### src/rtl/pb_dummy_err_slv_if.sv
// AXI-subset bus between a NoC initiator and the dummy-tile error responder.
// Signal names carry the responder's direction suffix (_i driven by master, _o by slave).
interface pb_dummy_err_slv_if #(
    parameter int unsigned IdWidth   = 4,
    parameter int unsigned DataWidth = 64
);
    logic                 aw_valid_i;
    logic                 aw_ready_o;
    logic [IdWidth-1:0]   aw_id_i;
    logic                 w_valid_i;
    logic                 w_ready_o;
    logic                 w_last_i;
    logic                 b_valid_o;
    logic                 b_ready_i;
    logic [IdWidth-1:0]   b_id_o;
    logic [1:0]           b_resp_o;
    logic                 ar_valid_i;
    logic                 ar_ready_o;
    logic [IdWidth-1:0]   ar_id_i;
    logic [7:0]           ar_len_i;
    logic                 r_valid_o;
    logic                 r_ready_i;
    logic [IdWidth-1:0]   r_id_o;
    logic [DataWidth-1:0] r_data_o;
    logic [1:0]           r_resp_o;
    logic                 r_last_o;

    modport slave (
        input  aw_valid_i, aw_id_i, w_valid_i, w_last_i, b_ready_i,
        input  ar_valid_i, ar_id_i, ar_len_i, r_ready_i,
        output aw_ready_o, w_ready_o, b_valid_o, b_id_o, b_resp_o,
        output ar_ready_o, r_valid_o, r_id_o, r_data_o, r_resp_o, r_last_o
    );

    modport master (
        output aw_valid_i, aw_id_i, w_valid_i, w_last_i, b_ready_i,
        output ar_valid_i, ar_id_i, ar_len_i, r_ready_i,
        input  aw_ready_o, w_ready_o, b_valid_o, b_id_o, b_resp_o,
        input  ar_ready_o, r_valid_o, r_id_o, r_data_o, r_resp_o, r_last_o
    );
endinterface

### src/rtl/pb_dummy_err_slv.sv
// Dummy-tile error responder: every write ends in a DECERR B, every read
// returns len+1 DECERR beats of poison data. One write and one read in flight.
// Ports: clk_i, rst_i (async, active-high), bus (slave modport), err_cnt_o.
// Optional macro PB_DUMMY_ERR_CNT_EN enables the saturating error counter.
module pb_dummy_err_slv #(
    parameter int unsigned IdWidth    = 4,
    parameter int unsigned DataWidth  = 64,
    parameter logic [63:0] PoisonData = 64'hDEAD_BEEF_DEAD_BEEF
) (
    input  logic                 clk_i,
    input  logic                 rst_i,
    pb_dummy_err_slv_if.slave    bus,
    output logic [31:0]          err_cnt_o
);
    typedef enum logic [1:0] {W_IDLE, W_DATA, W_RESP} w_state_e;
    typedef enum logic {R_IDLE, R_DATA} r_state_e;

    w_state_e           w_state_q;
    r_state_e           r_state_q;
    logic [IdWidth-1:0] aw_id_q;
    logic [IdWidth-1:0] ar_id_q;
    logic [7:0]         r_len_q;
    logic [7:0]         r_cnt_q;

    // All handshake outputs are pure decodes of registered state.
    logic b_valid;
    logic r_valid;
    logic r_last;

    assign b_valid = (w_state_q == W_RESP);
    assign r_valid = (r_state_q == R_DATA);
    assign r_last  = r_valid && (r_cnt_q == r_len_q);

    assign bus.aw_ready_o = (w_state_q == W_IDLE);
    assign bus.w_ready_o  = (w_state_q == W_DATA);
    assign bus.b_valid_o  = b_valid;
    assign bus.b_id_o     = aw_id_q;
    assign bus.b_resp_o   = 2'b11;
    assign bus.ar_ready_o = (r_state_q == R_IDLE);
    assign bus.r_valid_o  = r_valid;
    assign bus.r_id_o     = ar_id_q;
    assign bus.r_data_o   = PoisonData[DataWidth-1:0];
    assign bus.r_resp_o   = 2'b11;
    assign bus.r_last_o   = r_last;

    always_ff @(posedge clk_i or posedge rst_i) begin
        if (rst_i) begin
            w_state_q <= W_IDLE;
            aw_id_q   <= '0;
        end else begin
            unique case (w_state_q)
                W_IDLE: begin
                    if (bus.aw_valid_i) begin
                        aw_id_q   <= bus.aw_id_i;
                        w_state_q <= W_DATA;
                    end
                end
                W_DATA: begin
                    if (bus.w_valid_i && bus.w_last_i) begin
                        w_state_q <= W_RESP;
                    end
                end
                W_RESP: begin
                    if (bus.b_ready_i) begin
                        w_state_q <= W_IDLE;
                    end
                end
                default: w_state_q <= W_IDLE;
            endcase
        end
    end

    always_ff @(posedge clk_i or posedge rst_i) begin
        if (rst_i) begin
            r_state_q <= R_IDLE;
            ar_id_q   <= '0;
            r_len_q   <= '0;
            r_cnt_q   <= '0;
        end else begin
            unique case (r_state_q)
                R_IDLE: begin
                    if (bus.ar_valid_i) begin
                        ar_id_q   <= bus.ar_id_i;
                        r_len_q   <= bus.ar_len_i;
                        r_cnt_q   <= '0;
                        r_state_q <= R_DATA;
                    end
                end
                R_DATA: begin
                    if (bus.r_ready_i) begin
                        // Counter stops at len, so len=255 never wraps.
                        if (r_cnt_q == r_len_q) begin
                            r_state_q <= R_IDLE;
                        end else begin
                            r_cnt_q <= r_cnt_q + 8'd1;
                        end
                    end
                end
                default: r_state_q <= R_IDLE;
            endcase
        end
    end

`ifdef PB_DUMMY_ERR_CNT_EN
    logic [31:0] err_cnt_q;
    logic [31:0] err_cnt_d;
    logic [1:0]  err_inc;
    logic [32:0] err_sum;

    always_comb begin
        err_inc = {1'b0, b_valid && bus.b_ready_i}
                + {1'b0, r_last && bus.r_ready_i};
        err_sum = {1'b0, err_cnt_q} + {31'd0, err_inc};
        // Carry out of bit 31 means the count would pass all-ones.
        err_cnt_d = err_sum[32] ? 32'hFFFF_FFFF : err_sum[31:0];
    end

    always_ff @(posedge clk_i or posedge rst_i) begin
        if (rst_i) begin
            err_cnt_q <= '0;
        end else begin
            err_cnt_q <= err_cnt_d;
        end
    end

    assign err_cnt_o = err_cnt_q;
`else
    assign err_cnt_o = '0;
`endif

endmodule

### src/flat_wrapper.sv
// flat-port wrapper written by rule: the top's interface ports become plain ports
module pb_dummy_err_slv_flat 
#(
    parameter int unsigned IdWidth    = 4,
    parameter int unsigned DataWidth  = 64,
    parameter logic [63:0] PoisonData = 64'hDEAD_BEEF_DEAD_BEEF
)
  (clk_i, rst_i, err_cnt_o, bus_aw_valid_i, bus_aw_id_i, bus_w_valid_i, bus_w_last_i, bus_b_ready_i, bus_ar_valid_i, bus_ar_id_i, bus_ar_len_i, bus_r_ready_i, bus_aw_ready_o, bus_w_ready_o, bus_b_valid_o, bus_b_id_o, bus_b_resp_o, bus_ar_ready_o, bus_r_valid_o, bus_r_id_o, bus_r_data_o, bus_r_resp_o, bus_r_last_o);
  pb_dummy_err_slv_if #(.IdWidth(IdWidth), .DataWidth(DataWidth)) bus_i ();
  input  logic clk_i;
  input  logic rst_i;
  output logic [31:0] err_cnt_o;
  input wire logic [$bits(bus_i.aw_valid_i)-1:0] bus_aw_valid_i;
  input wire logic [$bits(bus_i.aw_id_i)-1:0] bus_aw_id_i;
  input wire logic [$bits(bus_i.w_valid_i)-1:0] bus_w_valid_i;
  input wire logic [$bits(bus_i.w_last_i)-1:0] bus_w_last_i;
  input wire logic [$bits(bus_i.b_ready_i)-1:0] bus_b_ready_i;
  input wire logic [$bits(bus_i.ar_valid_i)-1:0] bus_ar_valid_i;
  input wire logic [$bits(bus_i.ar_id_i)-1:0] bus_ar_id_i;
  input wire logic [$bits(bus_i.ar_len_i)-1:0] bus_ar_len_i;
  input wire logic [$bits(bus_i.r_ready_i)-1:0] bus_r_ready_i;
  output wire logic [$bits(bus_i.aw_ready_o)-1:0] bus_aw_ready_o;
  output wire logic [$bits(bus_i.w_ready_o)-1:0] bus_w_ready_o;
  output wire logic [$bits(bus_i.b_valid_o)-1:0] bus_b_valid_o;
  output wire logic [$bits(bus_i.b_id_o)-1:0] bus_b_id_o;
  output wire logic [$bits(bus_i.b_resp_o)-1:0] bus_b_resp_o;
  output wire logic [$bits(bus_i.ar_ready_o)-1:0] bus_ar_ready_o;
  output wire logic [$bits(bus_i.r_valid_o)-1:0] bus_r_valid_o;
  output wire logic [$bits(bus_i.r_id_o)-1:0] bus_r_id_o;
  output wire logic [$bits(bus_i.r_data_o)-1:0] bus_r_data_o;
  output wire logic [$bits(bus_i.r_resp_o)-1:0] bus_r_resp_o;
  output wire logic [$bits(bus_i.r_last_o)-1:0] bus_r_last_o;
  assign bus_i.aw_valid_i = bus_aw_valid_i;
  assign bus_i.aw_id_i = bus_aw_id_i;
  assign bus_i.w_valid_i = bus_w_valid_i;
  assign bus_i.w_last_i = bus_w_last_i;
  assign bus_i.b_ready_i = bus_b_ready_i;
  assign bus_i.ar_valid_i = bus_ar_valid_i;
  assign bus_i.ar_id_i = bus_ar_id_i;
  assign bus_i.ar_len_i = bus_ar_len_i;
  assign bus_i.r_ready_i = bus_r_ready_i;
  assign bus_aw_ready_o = bus_i.aw_ready_o;
  assign bus_w_ready_o = bus_i.w_ready_o;
  assign bus_b_valid_o = bus_i.b_valid_o;
  assign bus_b_id_o = bus_i.b_id_o;
  assign bus_b_resp_o = bus_i.b_resp_o;
  assign bus_ar_ready_o = bus_i.ar_ready_o;
  assign bus_r_valid_o = bus_i.r_valid_o;
  assign bus_r_id_o = bus_i.r_id_o;
  assign bus_r_data_o = bus_i.r_data_o;
  assign bus_r_resp_o = bus_i.r_resp_o;
  assign bus_r_last_o = bus_i.r_last_o;
  pb_dummy_err_slv #(.IdWidth(IdWidth), .DataWidth(DataWidth), .PoisonData(PoisonData)) u_core (.clk_i(clk_i), .rst_i(rst_i), .bus(bus_i), .err_cnt_o(err_cnt_o));
endmodule
### config.mk
export PLATFORM = sky130hd
export DESIGN_NAME = pb_dummy_err_slv_flat
export DESIGN_NICKNAME = d
export VERILOG_FILES = /design/src/rtl/pb_dummy_err_slv_if.sv /design/src/rtl/pb_dummy_err_slv.sv /design/src/flat_wrapper.sv
export SDC_FILE = /design/constraint.sdc
export NUM_CORES = 1
export LEC_CHECK = 0
export ABC_AREA = 0
export CORE_ASPECT_RATIO = 0.5
export CORE_MARGIN = 4
export CORE_UTILIZATION = 32
export CTS_CLUSTER_SIZE = 30
export DETAILED_ROUTE_END_ITERATION = 10
export GPL_TIMING_DRIVEN = 1
export PLACE_DENSITY = 0.77
export SETUP_SLACK_MARGIN = 0.5
export SYNTH_ARGS = -nofsm -noshare
export SYNTH_HDL_FRONTEND = slang
export SYNTH_SLANG_ARGS = --single-unit
### constraint.sdc
create_clock -name clk_i -period 1.85 [get_ports clk_i]
set_clock_uncertainty 0.15 [all_clocks]
set_input_delay 0.555 -clock clk_i [delete_from_list [all_inputs] [get_ports clk_i]]
set_output_delay 0.555 -clock clk_i [all_outputs]
set_load 0.01 [all_outputs]
# Word-level counts from Yosys, hierarchy flattened
# Cells that the tools add are included.
dict set report op_classes {
  addsub 1
  n_eq_ne 9
  mux 12
  bitwise_logic 1
  n_reduce_logical 7
}
# operator count
set op_table {}
lappend op_table {{8-bit two-way mux} 3}
lappend op_table {{8-bit case mux with 2 select lines} 1}
lappend op_table {{2-bit inequality test, second input constant} 5}
lappend op_table {{8-bit by 1-bit adder with 8-bit output, second input constant} 1}
lappend op_table {{8-bit equality test} 1}
lappend op_table {{2-bit two-way mux} 3}
lappend op_table {{2-bit case mux with 3 select lines} 1}
lappend op_table {{3-bit AND reduction} 2}
lappend op_table {{2-bit AND reduction} 2}
lappend op_table {{1-bit two-way mux} 3}
lappend op_table {{2-bit by 1-bit equality test with 1-bit output, second input constant} 1}
lappend op_table {{2-bit equality test, second input constant} 1}
lappend op_table {{1-bit logical AND} 2}
lappend op_table {{2-bit zero test} 1}
lappend op_table {{2-bit by 1-bit inequality test with 1-bit output, second input constant} 1}
lappend op_table {{1-bit case mux with 2 select lines} 1}
lappend op_table {{1-bit NOT} 1}
dict set report word_totals {
  reg_bits 27
  inputBits 24
  elab_cells 36
}

# Depth between registers and ports, before layout
dict set report logic_depth {
  word_depth 4
  mapped_depth 5
  mapped_depth_nobuf 5
}

# Worst setup path after synthesis
# Ideal clock, no wire load.
dict set report synth_path {
  path_kind {register to output}
  startpoint {register u_core.r_cnt_q[3]}
  endpoint {output bus_r_last_o}
  t_arrival_ns 1.260
  required_time_ns 1.145
  slack_ns -0.115
  stages_incl_launch_ff 4
  n_path_buf 0
  path_cell_list {dfrtp_1 > xor2_1 > nor4_2 > and3_2}
}
dict set report synth_between {
  elab_chain_cells 2
}
# element line_no
set synth_rtl {}
lappend synth_rtl {{start, declared} pb_dummy_err_slv.sv:23} ;# logic [7:0] r_cnt_q;
lappend synth_rtl {{start signal, assigned} pb_dummy_err_slv.sv:95} ;# r_cnt_q <= r_cnt_q + 8'd1;
lappend synth_rtl {{8-bit equality test} pb_dummy_err_slv.sv:32} ;# assign r_last = r_valid && (r_cnt_q == r_len_q);
lappend synth_rtl {{1-bit logical AND} pb_dummy_err_slv.sv:32}
lappend synth_rtl {{end, declared} flat_wrapper.sv:32} ;# output wire logic [$bits(bus_i.r_last_o)-1:0] bus_r_last_o;
# No other way between the ends.

# Worst setup path in the final report
dict set report layout_path {
  startpoint {register u_core.r_cnt_q[6]}
  endpoint {output bus_r_last_o}
}
# Same word-level chain as after synthesis.

==> impl_metrics.env <==
export IMPL_cts_tree="done"
export IMPL_layout_cells_most_common_list="conb_1, nand2_1, dfrtp_1"
export IMPL_placed_area_um2=2260
export IMPL_final_antenna_net_count=0
export IMPL_routed_wl_um=4880
export IMPL_grt_pass1_wl_um=5390
export IMPL_io_pins=138
export IMPL_syn_to_final_growth_pct=35.0
export IMPL_synth_yosys_seq_area_share=0.335
export IMPL_seqPwrFrac=0.311
export IMPL_synth_warnings=0
export IMPL_syn_area_per_cell_um2=8.76
export IMPL_arrival_ns=1.57
export IMPL_overflow=0
export IMPL_ys_ff_latch=27
export IMPL_die_y_um=64.1
export IMPL_via_count=1498
export IMPL_powerDensity_nw_per_um2=1240
export IMPL_clkTransAtPathRegs_ns=0.06
export IMPL_coreArea_um2=6080
export IMPL_mostFrequentLayoutCell="conb_1"
export IMPL_synth_area_leader_cell="buf_4"
export IMPL_via_per_inst=3.79
export IMPL_max_freq_mhz=439
export IMPL_die_x_um=120
export IMPL_first_iter_violations=96
export IMPL_synth_xor_area_frac=0.0435
export IMPL_cts_hold_buffers=0
export IMPL_sw_frac_of_total=0.381
export IMPL_ys_types=28
export IMPL_start_util=0.331
export IMPL_grtUsageTotal=0.0861
export IMPL_cap_violations=0
export IMPL_port_buffers=37
export IMPL_min_path_type="reg2reg"
export IMPL_cp_end_kind="primary output"
export IMPL_clockPowerShare=0.146
export IMPL_worstSetupStartpoint="u_core.r_cnt_q[6]"
export IMPL_cts_buffer_depth=2
export IMPL_timing_rr_start="u_core.r_cnt_q[6]"
export IMPL_dp_hpwl_um=2790
export IMPL_antenna_found_initial=0
export IMPL_violations="setup timing"
export IMPL_internal_power_mw=2.09
export IMPL_row_count=20
export IMPL_grt_start_max_net_pins=20
export IMPL_stdcell_area_um2=2720
export IMPL_cts_inserted_buffers=3
export IMPL_fin_nets=333
export IMPL_syn_area_um2=2020
export IMPL_fin_crit_sh=1.23
export IMPL_synth_simple_gate_area_frac=0.157
export IMPL_drt_pass1_iterations=4
export IMPL_grt_pass1_vias=1172
export IMPL_rsz0062_at_grt="yes"
export IMPL_hold_viol_final=0
export IMPL_die_area_um2=7710
export IMPL_worstPathRequired_ns=1.14
export IMPL_synth_compound_area_frac=0.0273
export IMPL_combPwrFrac=0.544
export IMPL_finalMaxSlewViolations=0
export IMPL_gp_congestion=0.765
export IMPL_crit_fanout=2
export IMPL_diodes=0
export IMPL_p_leak_nw=1.46
export IMPL_avgRoutedWirePerCell_um=12.3
export IMPL_numClockSinks=27
export IMPL_drive_gt1_frac=0.313
export IMPL_clkLatencyLatePin_ns=0.26
export IMPL_synth_cells=230
export IMPL_synthAdderAreaFrac=0.00621
export IMPL_vdd_drop_max_mv=0.439
export IMPL_setup_ws_ns=-0.427
export IMPL_hp_start="u_core.r_len_q[4]"
export IMPL_fin_setup_tns_ns=-0.439
export IMPL_cp_start_kind="flop"
export IMPL_route_detailed_drc=0
export IMPL_synthTopCellsByArea="buf_4, dfrtp_1, nand2_1"
export IMPL_setup_violations_final=2
export IMPL_power_switching_mw=1.29
export IMPL_pre_cts_slack_ns=-0.487
export IMPL_critical_path_class="reg2out"
export IMPL_status="complete, but fails checks"
export IMPL_whs_ns=0.345
export IMPL_cts_root_buf="clkbuf_16"
export IMPL_synth_top_family_by_area="buffers and inverters"
export IMPL_synth_area_mux_share=0.0472
export IMPL_synth_top_cell_area_share=0.372
export IMPL_min_period_ns=2.28
export IMPL_htreeDepth=1
[cells in the mapped netlist]
master,count
and3_1,1
conb_1,2
nor2_1,2
a21oi_2,1
ha_1,1
buf_4,100
and2_0,1
o22ai_1,2
xor2_1,8
inv_1,1
nor4_2,2
nand2_1,48
nand2_2,1
or2b_1,1
clkbuf_1,2
o21ai_0,3
a311oi_1,1
mux2i_1,5
dfrtp_1,27
a21oi_1,2
and3_2,3
nor2b_1,3
nand3_1,1
mux2_2,4
nand2b_1,1
xnor2_1,2
clkinv_1,1
nand4_1,4
[worst max-delay path: stages (launching register included)]
cell,delay (ns)
dfrtp_1,0.42
xor2_1,0.19
nor4_2,0.36
and3_4,0.24
buf_6,0.09
[repair_timing]
action | in CTS | in global routing
cloned | 0 | 3
setup endpoints to repair | 39 | 34
resized for setup | 81 | 39
buffers inserted | 9 | 10
pin swaps | 11 | 15
[power by group through the flow]
stage	Clock, mW	Sequential (mW)	Combinational [mW]
finish	0.492	1.05	1.84
global route	0.525	1.08	1.96
CTS	0.493	1.00	1.38
detailed placement	0	1.02	1.27
global placement	0	1.01	1.26
floorplan	0	1.07	0.790
[worst paths after layout]
kind	endpoint	slack, ns	cells past startpoint
worst max-delay path	bus_r_last_o	-0.43	4
max in group asynchronous	u_core.w_state_q[1]	0.89	3
worst min register to register	u_core.r_len_q[4]	0.34	2
min in group asynchronous	u_core.r_len_q[1]	0.47	3
worst min-delay path	u_core.r_len_q[4]	0.34	2
worst max register to register	u_core.r_cnt_q[7]	0.02	6
[final cells by class]
cell class	count	area, µm²
Fill cell	533	3360
Multi-Input combinational cell	197	1090
Inverter	2	12.5
Sequential cell	27	677
Clock buffer	4	78.8
Tap cell	88	110
Timing Repair Buffer	77	753
[flip-flops by register name, summed over array words and instances (netlist names)]
| name | count |
|---|---|
| u_core.w_state_q | 2 |
| u_core.bus.r_id_o | 4 |
| u_core.bus.b_id_o | 4 |
| u_core.bus.r_valid_o | 1 |
| u_core.r_len_q | 8 |
| u_core.r_cnt_q | 8 |
[cell families after synthesis]
kind of cell | count (synthesis)
simple gates | 68
fa+ha+maj | 1
xor+xnor | 10
mux | 9
compound gates | 9
other cells | 2
buf+inv | 104
flops | 27
[stage by stage]
| stage | instances | utilization | power, mW |
|---|---|---|---|
| after floorplan | 328 | - | 1.86 |
| after global routing | 395 | 0.448 | 3.57 |
| after CTS | 382 | 0.400 | 2.87 |
| after detailed placement | 369 | 0.372 | 2.30 |
| final | 395 | 0.448 | 3.38 |
| after global placement | 369 | 0.372 | 2.28 |
[per-layer routing]
metal  vias to the layer above  GRT usage  part of all wire
met2                        80      0.150              0.52
li1                        685          -                 -
met1                       724      0.104              0.38
met5                         -          0                 0
met4                         0     0.0395             0.019
met3                         9     0.0159             0.082
No activity file was read; power rests on OpenSTA's default activity.
